$ cat config.mk
export PLATFORM = sky130hd
export DESIGN_NAME = updown_mod_counter
export DESIGN_NICKNAME = d
export VERILOG_FILES = /design/src/rtl/counter_pkg.sv /design/src/rtl/counter_prescaler.sv /design/src/rtl/updown_mod_counter.sv
export SDC_FILE = /design/constraint.sdc
export NUM_CORES = 1
export LEC_CHECK = 0
export BUFFER_PORTS_ARGS = -buffer_cell sky130_fd_sc_hd__buf_2
export CORE_AREA = 2 2 39 41
export CTS_CLUSTER_DIAMETER = 50
export DETAILED_ROUTE_END_ITERATION = 12
export DIE_AREA = 0 0 41 43
export PLACE_DENSITY = 0.6
export SYNTH_ARGS = -nofsm -noshare
export SYNTH_HDL_FRONTEND = slang
export SYNTH_SLANG_ARGS = --single-unit
$ cat constraint.sdc
create_clock -name clk -period 1.5 [get_ports clk]
set_input_delay 0.075 -clock clk [delete_from_list [all_inputs] [get_ports clk]]
set_output_delay 0.075 -clock clk [all_outputs]
set_load 0.1 [all_outputs]
$ cat src/rtl/counter_pkg.sv
// Shared constants and helpers for updown_mod_counter and its prescaler.
package counter_pkg;

  localparam logic DIR_DOWN = 1'b0;
  localparam logic DIR_UP   = 1'b1;

  localparam int PRESCALE_WIDTH = 16;

  // Operands are 33 bits so that MODULUS-1 of a 32-bit counter still fits.
  function automatic logic [32:0] clamp_load(input logic [32:0] val,
                                             input logic [32:0] max_val);
    return (val > max_val) ? max_val : val;
  endfunction

endpackage

$ cat src/rtl/counter_prescaler.sv
// Enable divider: counts en-high cycles 0..PRESCALE-1 and ticks on the last one.
module counter_prescaler
  import counter_pkg::*;
#(
  parameter int unsigned PRESCALE = 1
) (
  input  logic clk,
  input  logic rst,
  input  logic clr,
  input  logic en,
  output logic tick
);

  localparam logic [PRESCALE_WIDTH-1:0] LAST = PRESCALE_WIDTH'(PRESCALE - 1);

  logic [PRESCALE_WIDTH-1:0] phase;

  assign tick = en && (phase == LAST);

  always_ff @(posedge clk) begin
    if (rst || clr) begin
      phase <= '0;
    end else if (en) begin
      phase <= (phase == LAST) ? '0 : phase + PRESCALE_WIDTH'(1);
    end
  end

endmodule

$ cat src/rtl/updown_mod_counter.sv
// Up/down modulo-MODULUS counter with clamped load, tc pulse and sticky ovf.
// Optional enable divider selected by the UPDOWN_COUNTER_PRESCALE_EN macro.
module updown_mod_counter
  import counter_pkg::*;
#(
  parameter int unsigned     WIDTH    = 4,
  parameter longint unsigned MODULUS  = 16,
  parameter int unsigned     PRESCALE = 1
) (
  input  logic             clk,
  input  logic             rst,
  input  logic             en,
  input  logic             up,
  input  logic             load,
  input  logic [WIDTH-1:0] load_val,
  input  logic             ovf_clr,
  output logic [WIDTH-1:0] count,
  output logic             tc,
  output logic             ovf
);

  // One extra bit keeps MODULUS-1 exact even when MODULUS == 2**WIDTH.
  localparam logic [WIDTH:0]   MAX_VAL = (WIDTH + 1)'(MODULUS - 1);
  localparam logic [WIDTH-1:0] TOP     = MAX_VAL[WIDTH-1:0];

  logic             tick;
  logic             step;
  logic             step_wrap;
  logic [WIDTH-1:0] step_val;
  logic [WIDTH-1:0] load_clamped;
  logic [WIDTH:0]   count_ext;

  assign count_ext    = {1'b0, count};
  assign load_clamped = WIDTH'(clamp_load(33'(load_val), 33'(MAX_VAL)));
  assign step         = en && tick;

`ifdef UPDOWN_COUNTER_PRESCALE_EN
  counter_prescaler #(
    .PRESCALE (PRESCALE)
  ) u_prescaler (
    .clk  (clk),
    .rst  (rst),
    .clr  (load),
    .en   (en),
    .tick (tick)
  );
`else
  // No divider in this build: any legal PRESCALE makes tick a constant 1.
  assign tick = (PRESCALE != 0) && (PRESCALE < (1 << PRESCALE_WIDTH));
`endif

  always_comb begin
    step_val  = count;
    step_wrap = 1'b0;
    case (up)
      DIR_UP: begin
        if (count_ext == MAX_VAL) begin
          step_val  = '0;
          step_wrap = 1'b1;
        end else begin
          step_val = WIDTH'(count_ext + (WIDTH + 1)'(1));
        end
      end
      DIR_DOWN: begin
        if (count == '0) begin
          step_val  = TOP;
          step_wrap = 1'b1;
        end else begin
          step_val = count - WIDTH'(1);
        end
      end
    endcase
  end

  // A wrap sets ovf in the same edge, so it beats a simultaneous ovf_clr.
  always_ff @(posedge clk) begin
    if (rst) begin
      count <= '0;
      tc    <= 1'b0;
      ovf   <= 1'b0;
    end else if (load) begin
      count <= load_clamped;
      tc    <= 1'b0;
      ovf   <= ovf && !ovf_clr;
    end else if (step) begin
      count <= step_val;
      tc    <= step_wrap;
      ovf   <= step_wrap || (ovf && !ovf_clr);
    end else begin
      tc    <= 1'b0;
      ovf   <= ovf && !ovf_clr;
    end
  end

endmodule

======== After elaboration in Yosys (flattened, before gate mapping) ========
Index checks and enable logic that the tools add are counted.
Widths: inputs -> output; s select.
word-level totals
  register bits after elaboration ......... 6
  output and inout port bits .............. 6
  word-level logic and storage cells ...... 24
  input port bits ......................... 10
operators by class
  multiplexer cells ....................... 10
  eq/ne operators ......................... 1
  bitwise logic cells ..................... 2
  $add $sub $neg .......................... 2
  reduce and logical (&&, ||, !) cells .... 6
operators with widths
  cell                 number
  $mux 4               4
  $pmux 4 s2           1
  $add 4x1->4 const B  1
  $eq 4x4->1 const B   1
  $logic_not 4->1      1
  $mux 1               4
  $sub 4x1->4 const B  1
  $reduce_or 3->1      1
  $not 1->1            2
  $pmux 1 s2           1
  $reduce_bool 2->1    1
  $logic_and 1x1->1    1
  $logic_not 1->1      1
  $logic_or 1x1->1     1

======== Depth between registers and ports, before layout ========
  word-level depth ........................ 6
  depth in mapped cells ................... 6
  gate-level depth less buffers ........... 6

======== Least setup slack after synthesis ========
No wires, ideal clock.
  path kind ............................... reg2reg
  start ................................... register count[1]
  end ..................................... register count[3]
  cell stages (with the launch flop) ...... 7
  setup slack ............................. -0.539 ns
  arrival ................................. 1.910 ns
  setup time .............................. 0.129 ns
  period minus slack after synthesis ...... 2.039 ns
  data required time ...................... 1.371 ns
  buffers on the path ..................... 0
  path through ............................ dfxtp_1 inv_1 ha_1 o21bai_1 a21oi_1 a311o_1 a31oi_2
on the way
  longest elaborated chain between the ends .. 5
  elaborated cells between the ends (all ways) .. 9
  classes of those cells .................. add/sub: 2; eq/ne: 1; mux: 5; reduce/logical: 1
RTL lines
  item                                       RTL line                                            source
  start: declaration                         updown_mod_counter.sv:17                            output logic [WIDTH-1:0] count,
  start signal: assignment                   updown_mod_counter.sv:82                            count <= load_clamped;
  start signal: assignment                   updown_mod_counter.sv:86                            count <= step_val;
  $sub 4x1->4, or another cell as far along  updown_mod_counter.sv:69                            step_val = count - WIDTH'(1);
  $mux 4 (on tied branches)                  updown_mod_counter.sv:65, updown_mod_counter.sv:57
  $pmux 4 s2 (*)                             updown_mod_counter.sv:55                            case (up)
  $mux 4 (*)                                 updown_mod_counter.sv:85                            end else if (step) begin
  $mux 4 (*)                                 updown_mod_counter.sv:81                            end else if (load) begin
Every way passes the cells marked *; elsewhere a longest branch is shown, timed or not. The select of a mux whose other input is x is not followed.
A chain may end at the register's enable or synchronous reset.

======== Final worst setup path ========
  start ................................... register count[0]
  end ..................................... register ovf
on the way
  longest elaborated chain between the ends .. 6
  elaborated cells between the ends (all ways) .. 8
  classes of those cells .................. eq/ne: 1; mux: 5; reduce/logical: 2
RTL lines
  item                                                  RTL line                                            source
  $eq 4x4->1 / $logic_not 4->1 (equally long branches)  updown_mod_counter.sv:57, updown_mod_counter.sv:65
  $mux 1 (on tied branches)                             updown_mod_counter.sv:57, updown_mod_counter.sv:65
  $pmux 1 s2 (*)                                        updown_mod_counter.sv:55
  $logic_or 1x1->1 (*)                                  updown_mod_counter.sv:88                            ovf <= step_wrap || (ovf && !ovf_clr);
  $mux 1 (*)                                            updown_mod_counter.sv:85
  $mux 1 (*)                                            updown_mod_counter.sv:81
  end signal: assignment                                updown_mod_counter.sv:84                            ovf <= ovf && !ovf_clr;
  end signal: assignment                                updown_mod_counter.sv:88
  end signal: assignment                                updown_mod_counter.sv:91                            ovf <= ovf && !ovf_clr;
  end: declaration                                      updown_mod_counter.sv:19                            output logic ovf
Every way passes the cells marked *; elsewhere a longest branch is shown, timed or not.

==> out/metrics.yaml <==
hold_path:
  min_path_type: "primary input to flop"
  holdPathStages: 2
cts:
  cts_sinks: 6
  post_cts_buffers: 0
  clock-root-buffer: "clkbuf_4"
  cts_max_path_buffers: 2
  clk_pin_slew_ps: 50
  cts_hold_buffers: 0
  htreeDepth: 1
  ctsResizeCount: 0
  clock_latency_ps: 250
  cts_tree: "yes"
  cts_buffers: 3
worst_setup_path:
  end_kind: "flop"
  path_max_fanout: 9
  startpoint_type: "flop"
  reg2regPathDepth: 6
  slowest_stage: "dfxtp_4"
  cpPeakStageDelay_ps: 370
  crit_type: "flop to flop"
  cp.arrival_ps: 1600
  cp_cell_sequence: "inv_2 > ha_2 > or3b_4 > o21ai_1 > nand2_1 > a21oi_1"
  cp_data_required_time_ps: 1690
floorplan:
  start_util_pct: 27.9
  num_rows: 14
  die_x_um: 41
  die_area_um2: 1760
  die_h_um: 43
  core_um2: 1380
  pin_count: 16
synthesis:
  ys_warn_count: 0
  synth_fp_nets: 59
  seq_area_frac_synth_pct: 31.1
  mappedNetlistArea_um2: 387
  ys_types: 24
  synth_edf_count: 0
  ys_seq_elements: 6
  synthCells: 47
  avgSynthCellArea_um2: 8.23
  async_flop_share_pct: 0
  synthFlopType: "dfxtp_1"
power_and_ir_drop:
  power_frac_comb_pct: 33.0
  cellPowerDensity_nw_per_um2: 1030
  pwr-share-seq_pct: 35.0
  intPower_mw: 0.328
  power_switching_mw: 0.212
  clockPowerShare_pct: 32.1
  swShare_pct: 39.2
  vdd_drop_max_mv: 0.346
  p_leak_nw: 0.236
finish:
  final_area_um2: 526
  finalNonFillerCells: 82
  syn2layout_area_growth_pct: 35.9
  antennaDiodeCount: 0
  nNetsFinal: 79
  drive_gt1_share_pct: 42.4
  fill_cells: 155
sta:
  whs_ps: 51.2
  finalCritPeriodShare_pct: 94.0
  final_max_slew_viol_count: 0
  layout_min_cycle_time_ps: 1410
  setup_viol_count_final: 0
  fin_skew_ps: 0.161
  tightest_slew_ps: 486
  fmax_ghz: 0.709
  worst_slack_ps: 89.8
  max_slew_margin_pct: 67.8
  hold_violations: 0
  rsz0062_at_grt: "true"
  tns_ps: 0
global_routing:
  antenna_found_initial: 0
  grt_pass1_wl_mm: 1.46
  track_usage_pct: 13.6
  first_global_vias: 353
  grt-ovfl-total: 0
  grt_max_degree: 10
route:
  drc_errors: 0
  wirelength_um: 936
  first_iter_violations: 5
  wire_per_inst_um: 11.4
  vias: 406
  ant_nets: 0
  drtPass1Iterations: 4
  via_per_inst: 4.95
placed_design:
  dpl.cell_count: 78
  place_congestion: 0.705
  place_ws_ps: 47.2
  port_buffers: 15
  dpl_cell_area_um2: 499
  hpwl_um: 692
run_status:
  status: "complete, no violations"
run:
  drv_cap: 0
==> logic make-up after synthesis <==
| kind of cell | after synthesis | synth area share (%) |
|---|---|---|
| muxes | 2 | 5.50 |
| adders and majority gates | 2 | 6.47 |
| DFF | 6 | 31.1 |
| buffers and inverters | 5 | 4.85 |
| and+or+nand+nor | 13 | 17.5 |
| AOI/OAI and AO/OA | 17 | 30.1 |
| xor gates and xnor gates | 2 | 4.53 |
==> final cells by class <==
cell class                      count  area [um^2]  area share (%)
Clock buffer                        4         26.3            5.00
Inverter                            5         18.8            3.57
Multi-Input combinational cell     36          253            48.1
Sequential cell                     6          133            25.2
Tap cell                           16         20.0            3.81
Timing Repair Buffer               15         75.1            14.3
==> cell usage in the layout, fill, tap and decap left out, types with 2 or more instances in the layout <==
master    synthesis  final
a211oi_1          2      2
a21oi_1           6      6
buf_2             0     15
clkbuf_4          0      3
dfxtp_1           6      2
dfxtp_4           0      3
inv_1             4      3
inv_2             1      2
nand2_1           3      3
nor2_1            4      4
o21ai_0           3      2
xnor2_1           2      2
==> flip-flops by register name, summed over array words and instances (netlist names) <==
name   flops
count      4
ovf        1
tc         1
==> power groups by stage <==
stage	logic [mW]	clock network [mW]	registers, mW
after global routing	0.192	0.193	0.191
final	0.178	0.173	0.189
after CTS	0.179	0.177	0.188
after global placement	0.176	0	0.191
after detailed placement	0.178	0	0.191
after floorplan	0.0649	0	0.262
==> final timing paths <==
path | slack [ps] | to | from
min reg2reg | 470 | ovf | ovf
max reg2reg | 90 | ovf | count[0]
min | 50 | count[0] | rst
max | 90 | ovf | count[0]
==> worst max-delay path, delay by kind of cell, from the launching register on <==
family,cells,cell delay (ps)
simple gates,2,470
flops,1,370
compound gates,2,280
fa+ha+maj,1,170
buf+inv,1,60
==> synth_stat cells (all sizes together) (2+ instances only) <==
cell type	instances	area, um^2
a21oi	6	30.0
dfxtp	6	120
inv	5	18.8
nor2	4	15.0
nand2	3	11.3
o21ai	3	15.0
a211oi	2	15.0
ha	2	25.0
xnor2	2	17.5
==> layer usage <==
metal  GRT usage, %  routed length (um)
met5              0                   0
met4           14.0                  40
met3           6.28                  60
met2           17.5                 420
met1           14.8                 415
==> stage by stage <==
| stage | total power, mW | utilization (%) |
|---|---|---|
| global placement | 0.367 | 36.1 |
| floorplan | 0.327 | - |
| detailed placement | 0.369 | 36.1 |
| finish | 0.540 | 38.0 |
| CTS | 0.544 | 38.0 |
| global route | 0.575 | 38.0 |
No activity file was read; power rests on OpenSTA's default activity.
